--- src/rtl/count_sequencer.sv ---
// ---------------------------------------------------------------------------
// count_sequencer
//
// Emits a run of values from a latched start value towards a latched end
// bound, moving by +/-step each element. The whole run can repeat for a set
// number of passes, or forever. Elements leave through a valid/ready
// handshake, so a stalled consumer freezes the sequence. An active sequence
// can be aborted.
//
// Ports
//   clk, rst          clock; synchronous active-high reset
//   clk_enable        qualifies every state update
//   start, abort      start a sequence (IDLE only) / kill an active one
//   cfg_start/end     first value and terminal bound (latched on start)
//   cfg_step          step magnitude, 0 behaves as 1 (latched on start)
//   cfg_down          0 = count up, 1 = count down (latched on start)
//   cfg_loops         pass count, 0 = repeat until abort (latched on start)
//   out_ready         consumer accepts the current element
//   out, out_valid    current element and its valid flag
//   out_last          current element closes its pass
//   out_done          current element closes the final pass
//   busy              sequencer is in RUN
//
// state | meaning
// ------+-------------------------------------------------------------
// IDLE  | no sequence; outputs cleared; waiting for start
// RUN   | presenting elements; out_valid is high throughout
// ---------------------------------------------------------------------------
module count_sequencer #(
    parameter int COUNT_WIDTH = 8,
    parameter int LOOP_WIDTH  = 4
) (
    input  logic                   clk,
    input  logic                   rst,
    input  logic                   clk_enable,
    input  logic                   start,
    input  logic                   abort,
    input  logic [COUNT_WIDTH-1:0] cfg_start,
    input  logic [COUNT_WIDTH-1:0] cfg_end,
    input  logic [COUNT_WIDTH-1:0] cfg_step,
    input  logic                   cfg_down,
    input  logic [LOOP_WIDTH-1:0]  cfg_loops,
    input  logic                   out_ready,
    output logic [COUNT_WIDTH-1:0] out,
    output logic                   out_valid,
    output logic                   out_last,
    output logic                   out_done,
    output logic                   busy
);

    localparam int W = COUNT_WIDTH;

    // One-hot style encoding leaves 2'b00 and 2'b11 as detectable illegal codes.
    typedef enum logic [1:0] {
        S_IDLE = 2'b01,
        S_RUN  = 2'b10
    } state_t;

    state_t                state_q, state_d;
    logic [W-1:0]          out_q, out_d;
    logic                  out_valid_q, out_valid_d;
    logic                  out_last_q, out_last_d;
    logic                  out_done_q, out_done_d;
    logic [W-1:0]          start_q, start_d;
    logic [W-1:0]          end_q, end_d;
    logic [W-1:0]          step_q, step_d;
    logic                  down_q, down_d;
    logic                  infinite_q, infinite_d;
    logic [LOOP_WIDTH-1:0] loops_left_q, loops_left_d;

    logic                  transfer;
    logic [W-1:0]          cfg_step_eff;
    logic [W-1:0]          next_val;
    logic [LOOP_WIDTH-1:0] loops_nxt;
    logic                  last_tmp;

    // Compare in W+1 bits so v+step and end+step cannot wrap; this is what
    // keeps an overshooting step from ever emitting a value past the bound.
    function automatic logic is_last(input logic [W-1:0] v,
                                     input logic [W-1:0] e,
                                     input logic [W-1:0] s,
                                     input logic         dn);
        logic [W:0] ve, ee, se;
        ve = {1'b0, v};
        ee = {1'b0, e};
        se = {1'b0, s};
        if (!dn) is_last = (ve >= ee) || ((ve + se) > ee);
        else     is_last = (ve <= ee) || (ve < (ee + se));
    endfunction

    assign transfer     = clk_enable && out_valid_q && out_ready;
    assign cfg_step_eff = (cfg_step == '0) ? W'(1) : cfg_step;

    always_comb begin
        state_d      = state_q;
        out_d        = out_q;
        out_valid_d  = out_valid_q;
        out_last_d   = out_last_q;
        out_done_d   = out_done_q;
        start_d      = start_q;
        end_d        = end_q;
        step_d       = step_q;
        down_d       = down_q;
        infinite_d   = infinite_q;
        loops_left_d = loops_left_q;
        next_val     = down_q ? (out_q - step_q) : (out_q + step_q);
        loops_nxt    = infinite_q ? loops_left_q : (loops_left_q - LOOP_WIDTH'(1));
        last_tmp     = 1'b0;

        if (clk_enable) begin
            case (state_q)
                S_IDLE: begin
                    out_d       = '0;
                    out_valid_d = 1'b0;
                    out_last_d  = 1'b0;
                    out_done_d  = 1'b0;
                    if (start && !abort) begin
                        state_d      = S_RUN;
                        start_d      = cfg_start;
                        end_d        = cfg_end;
                        step_d       = cfg_step_eff;
                        down_d       = cfg_down;
                        infinite_d   = (cfg_loops == '0);
                        loops_left_d = cfg_loops;
                        last_tmp     = is_last(cfg_start, cfg_end, cfg_step_eff, cfg_down);
                        out_d        = cfg_start;
                        out_valid_d  = 1'b1;
                        out_last_d   = last_tmp;
                        out_done_d   = last_tmp && (cfg_loops == LOOP_WIDTH'(1));
                    end
                end

                S_RUN: begin
                    if (abort || (transfer && out_done_q)) begin
                        state_d     = S_IDLE;
                        out_d       = '0;
                        out_valid_d = 1'b0;
                        out_last_d  = 1'b0;
                        out_done_d  = 1'b0;
                    end else if (transfer && !out_last_q) begin
                        last_tmp   = is_last(next_val, end_q, step_q, down_q);
                        out_d      = next_val;
                        out_last_d = last_tmp;
                        out_done_d = last_tmp && !infinite_q &&
                                     (loops_left_q == LOOP_WIDTH'(1));
                    end else if (transfer) begin
                        // End of a non-final pass: restart with no bubble.
                        last_tmp     = is_last(start_q, end_q, step_q, down_q);
                        loops_left_d = loops_nxt;
                        out_d        = start_q;
                        out_last_d   = last_tmp;
                        out_done_d   = last_tmp && !infinite_q &&
                                       (loops_nxt == LOOP_WIDTH'(1));
                    end
                end

                default: begin
                    state_d     = S_IDLE;
                    out_d       = '0;
                    out_valid_d = 1'b0;
                    out_last_d  = 1'b0;
                    out_done_d  = 1'b0;
                end
            endcase
        end
    end

    always_ff @(posedge clk) begin
        if (rst) begin
            state_q      <= S_IDLE;
            out_q        <= '0;
            out_valid_q  <= 1'b0;
            out_last_q   <= 1'b0;
            out_done_q   <= 1'b0;
            start_q      <= '0;
            end_q        <= '0;
            step_q       <= '0;
            down_q       <= 1'b0;
            infinite_q   <= 1'b0;
            loops_left_q <= '0;
        end else begin
            state_q      <= state_d;
            out_q        <= out_d;
            out_valid_q  <= out_valid_d;
            out_last_q   <= out_last_d;
            out_done_q   <= out_done_d;
            start_q      <= start_d;
            end_q        <= end_d;
            step_q       <= step_d;
            down_q       <= down_d;
            infinite_q   <= infinite_d;
            loops_left_q <= loops_left_d;
        end
    end

    assign out       = out_q;
    assign out_valid = out_valid_q;
    assign out_last  = out_last_q;
    assign out_done  = out_done_q;
    assign busy      = (state_q == S_RUN);

endmodule

--- config.mk ---
export PLATFORM = sky130hd
export DESIGN_NAME = count_sequencer
export DESIGN_NICKNAME = d
export VERILOG_FILES = /design/src/rtl/count_sequencer.sv
export SDC_FILE = /design/constraint.sdc
export NUM_CORES = 1
export LEC_CHECK = 0
export BUFFER_PORTS_ARGS = -buffer_cell sky130_fd_sc_hd__buf_4
export CELL_PAD_IN_SITES_DETAIL_PLACEMENT = 1
export CELL_PAD_IN_SITES_GLOBAL_PLACEMENT = 1
export CORE_MARGIN = 1.5
export CORE_UTILIZATION = 45
export DETAILED_ROUTE_END_ITERATION = 10
export PLACE_DENSITY_LB_ADDON = 0.1
export SLEW_MARGIN = 20
export SYNTH_ARGS = -nofsm -noshare
export SYNTH_HDL_FRONTEND = slang
export SYNTH_SLANG_ARGS = --single-unit
--- constraint.sdc ---
create_clock -name clk -period 5.44 [get_ports clk]
set_input_delay 1.088 -clock clk [delete_from_list [all_inputs] [get_ports clk]]
set_output_delay 1.088 -clock clk [all_outputs]
set_load 0.1 [all_outputs]
==> flow_summary_export.csv <==
group,metric,value,unit
global_routing,grt_pass1_vias,5571,
setup_path,reg2regPathDepth,21,
power_and_ir_drop,p_clk_share,22.4,%
global_routing,antenna_found_initial,0,
yosys,syn_area,5410,um^2
min_path,hp-class,"reg -> reg",
yosys,synth_top_cell_by_area,"ha_1",
global_routing,grt_pass1_wl,28800,um
cts,clk_pin_slew_worst_paths,0.07,ns
power_and_ir_drop,swShare,41.5,%
power_and_ir_drop,power_density,225,nW/um^2
setup_path,crit_arrival,5.15,ns
flow_run,maxCapViolCount,0,
setup_path,path_max_fanout,7,
sta,tightest_slew,0.916,ns
layout,syn2layout_area_growth,11.4,%
setup_path,start_kind,"flip-flop",
routing,drt_iter0_markers,168,
power_and_ir_drop,vdd_drop_max,135,uV
yosys,async_flop_share,0,%
power_and_ir_drop,seqPwrFrac,25.5,%
placed_design,dp_hpwl,14600,um
yosys,synth-seq-cells,43,
sta,rsz0062_at_grt,"no",
routing,viasPerCell,6.06,
placed_design,place_ws,0.357,ns
setup_path,r2r_end,"out_last",
setup_path,cpPeakStageDelay,0.41,ns
routing,routed_wl,17500,um
routing,wl_per_cell,20.3,um
die,die_w,113,um
yosys,synthCells,681,
setup_path,critPathRequiredTime,5.63,ns
cts,cts_setup_buffers,0,
yosys,ys_types,58,
routing,num_vias,5232,
routing,ant_nets,0,
sta,hold_viol_final,0,
cts,clk_root_buffer_cell,"clkbuf_16",
cts,cts_hold_buf,0,
die,die_y,113,um
yosys,synthTopCellsByCount,"ha_1, nand2_1, a21oi_1",
setup_path,r2r_start,"step_q[0]",
cts,cts_tree,"done",
yosys,synth_area_leaders,"ha_1, dfxtp_1, a21oi_1",
setup_path,cp_num_buf_inv,2,
die,core-area,11600,um^2
setup_path,cpMostUsedCell,"ha_1",
die,ios,47,
setup_path,critPathKind,"reg -> reg",
yosys,synth_top_area_share,28.0,%
global_routing,grt_start_max_net_pins,42,
sta,relSlewSlack,38.9,%
die,die-area,12700,um^2
sta,min_period,4.96,ns
layout,register_area,862,um^2
yosys,syn_nets,843,
cts,clock_path_buffers,2,
yosys,ys_seq_area_share,15.9,%
power_and_ir_drop,p_total,1.35,mW
yosys,synth_ff_type,"dfxtp_1",
global_routing,grt.total_usage,28.9,%
sta,skew,0.0111,ns
global_routing,grt_overflow,0,
setup_path,path_cells,"inv_1 > ha_1 > mux2_2 > inv_1 > ha_1 > nor2b_1 > o21ai_0 > a21oi_1 > a211oi_1 > xnor2_1 > ha_1 > o211ai_1 > o21ai_0 > xor2_1 > ha_1 > a2111oi_1 > o21ai_0 > o221ai_1 > nand4_1 > a32oi_1 > o21ai_1",
layout,n_fill_cell,1448,
cts,htree_levels,2,
sta,setup_viol_count_final,0,
sta,tns,0,ns
sta,drv_slew,0,
placed_design,gp_congestion,0.915,
cts,cts_sinks,43,
cts,cts_resized,0,
layout,final_nets,881,
power_and_ir_drop,switchingPower,561,uW
setup_path,setup.worst_path.end_class,"flip-flop",
setup_path,cpMaxStageDelayCell,"dfxtp_2",
routing,route.detailed.drc,0,
power_and_ir_drop,p_leak,2.70,nW
cts,clk_latency,0.30,ns
min_path,holdPathStages,2,
setup_path,critPathTopFamily,"compound AO/OA/AOI/OAI gates",
die,placementRows,39,
status,status,"complete, no violations",
layout,multiInputGateArea,4280,um^2
yosys,ys_warn_count,0,
min_path,hold_end,"state_q[1]",
setup_path,r2r_setup_slack,0.48,ns
min_path,min_from,"state_q[1]",
yosys,synth_most_common_cell,"ha_1",
layout,fin_util,52.1,%
yosys,synth_edf_count,0,
layout,drive_above_1_share,9.72,%
routing,dr.pass1.iters,4,
power_and_ir_drop,p_int,791,uW
sta,max_freq,201,MHz
sta,worst_slack,0.475,ns
die,start_util,46.7,%
cts,cts_inserted_buffers,5,
power_and_ir_drop,power_frac_comb,52.1,%
yosys,syn_avg_cell_area,7.94,um^2
layout,n_antenna_cell,0,
placed_design,io_buffer_count,46,
sta,post-route-period-util,91.3,%
-- how the worst max path moves through the flow --
stage / cells past startpoint / slack [ns] / end / start
after floorplan: 20 / 0.93 / out_last / out[0]
after global placement: 21 / 0.70 / out_last / step_q[0]
after detailed placement: 21 / 0.36 / out_last / step_q[0]
after global routing: 21 / 0.07 / out_last / step_q[0]
after CTS: 21 / 0.36 / out_last / step_q[0]
final: 21 / 0.48 / out_last / step_q[0]
-- power by group through the flow --
stage	combinational, mW	clock, mW	sequential [mW]
after floorplan	0.485	0	0.358
after global placement	0.650	0	0.350
after detailed placement	0.696	0	0.351
after CTS	0.700	0.306	0.344
after global routing	0.790	0.324	0.346
final	0.705	0.303	0.344
-- per-layer routing --
metal	part of all wire, %	global-route usage [%]	wire (um)
met1	46	36.4	8010
met2	49	51.0	8610
met3	2.1	2.75	361
met4	3.1	10.7	544
met5	0	0	0
-- cell usage in the layout (no fill, tap or decap), types with 11 or more instances in the layout --
cell	netlist	final
o21bai_1	11	11
nand3_1	15	15
xnor2_1	28	28
o21ai_0	30	30
xor2_1	14	14
ha_1	121	121
nand4_1	15	15
a21oi_1	80	80
dfxtp_1	43	42
nor2_1	29	29
nor3_1	12	12
a21o_1	19	19
nand2_1	82	82
inv_1	48	48
buf_4	1	50
-- logic make-up after synthesis --
family / count (synthesis) / synth area share (%)
DFF: 43 / 15.9
buffers and inverters: 67 / 4.86
xor gates and xnor gates: 42 / 6.80
adders and majority gates: 127 / 30.2
muxes: 7 / 1.39
AOI/OAI and AO/OA: 204 / 23.8
and+or+nand+nor: 191 / 17.0
-- per-stage QoR --
stage | hold WS (ns) | std cells | cell area [um^2]
after floorplan | 0.452 | 681 | 5410
after global placement | 0.461 | 855 | 5880
after detailed placement | 0.479 | 855 | 5880
after CTS | 0.487 | 863 | 6020
after global routing | 0.510 | 863 | 6020
final | 0.485 | 863 | 6020
-- state kept, by name, summed over array words and instances, names as in the netlist --
signal	flops
state_q	2
infinite_q	1
loops_left_q	4
end_q	8
out_last	1
out	8
start_q	8
out_done	1
down_q	1
out_valid	1
step_q	8
-- tightest hold or removal path, stage by stage, from the launching register on --
cell and delay, ns:
dfxtp_1 0.31, inv_1 0.07, a21oi_1 0.06
-- cell type report --
type	count	share of cell area (%)
well taps	143	2.97
flip-flops and latches	43	14.3
repair buffers	50	6.23
multi-input cells	571	71.1
clock inverters	2	0.208
clock buffers	6	2.14
inverters	48	2.99
Note: power is estimated with default switching activity, not from simulation.
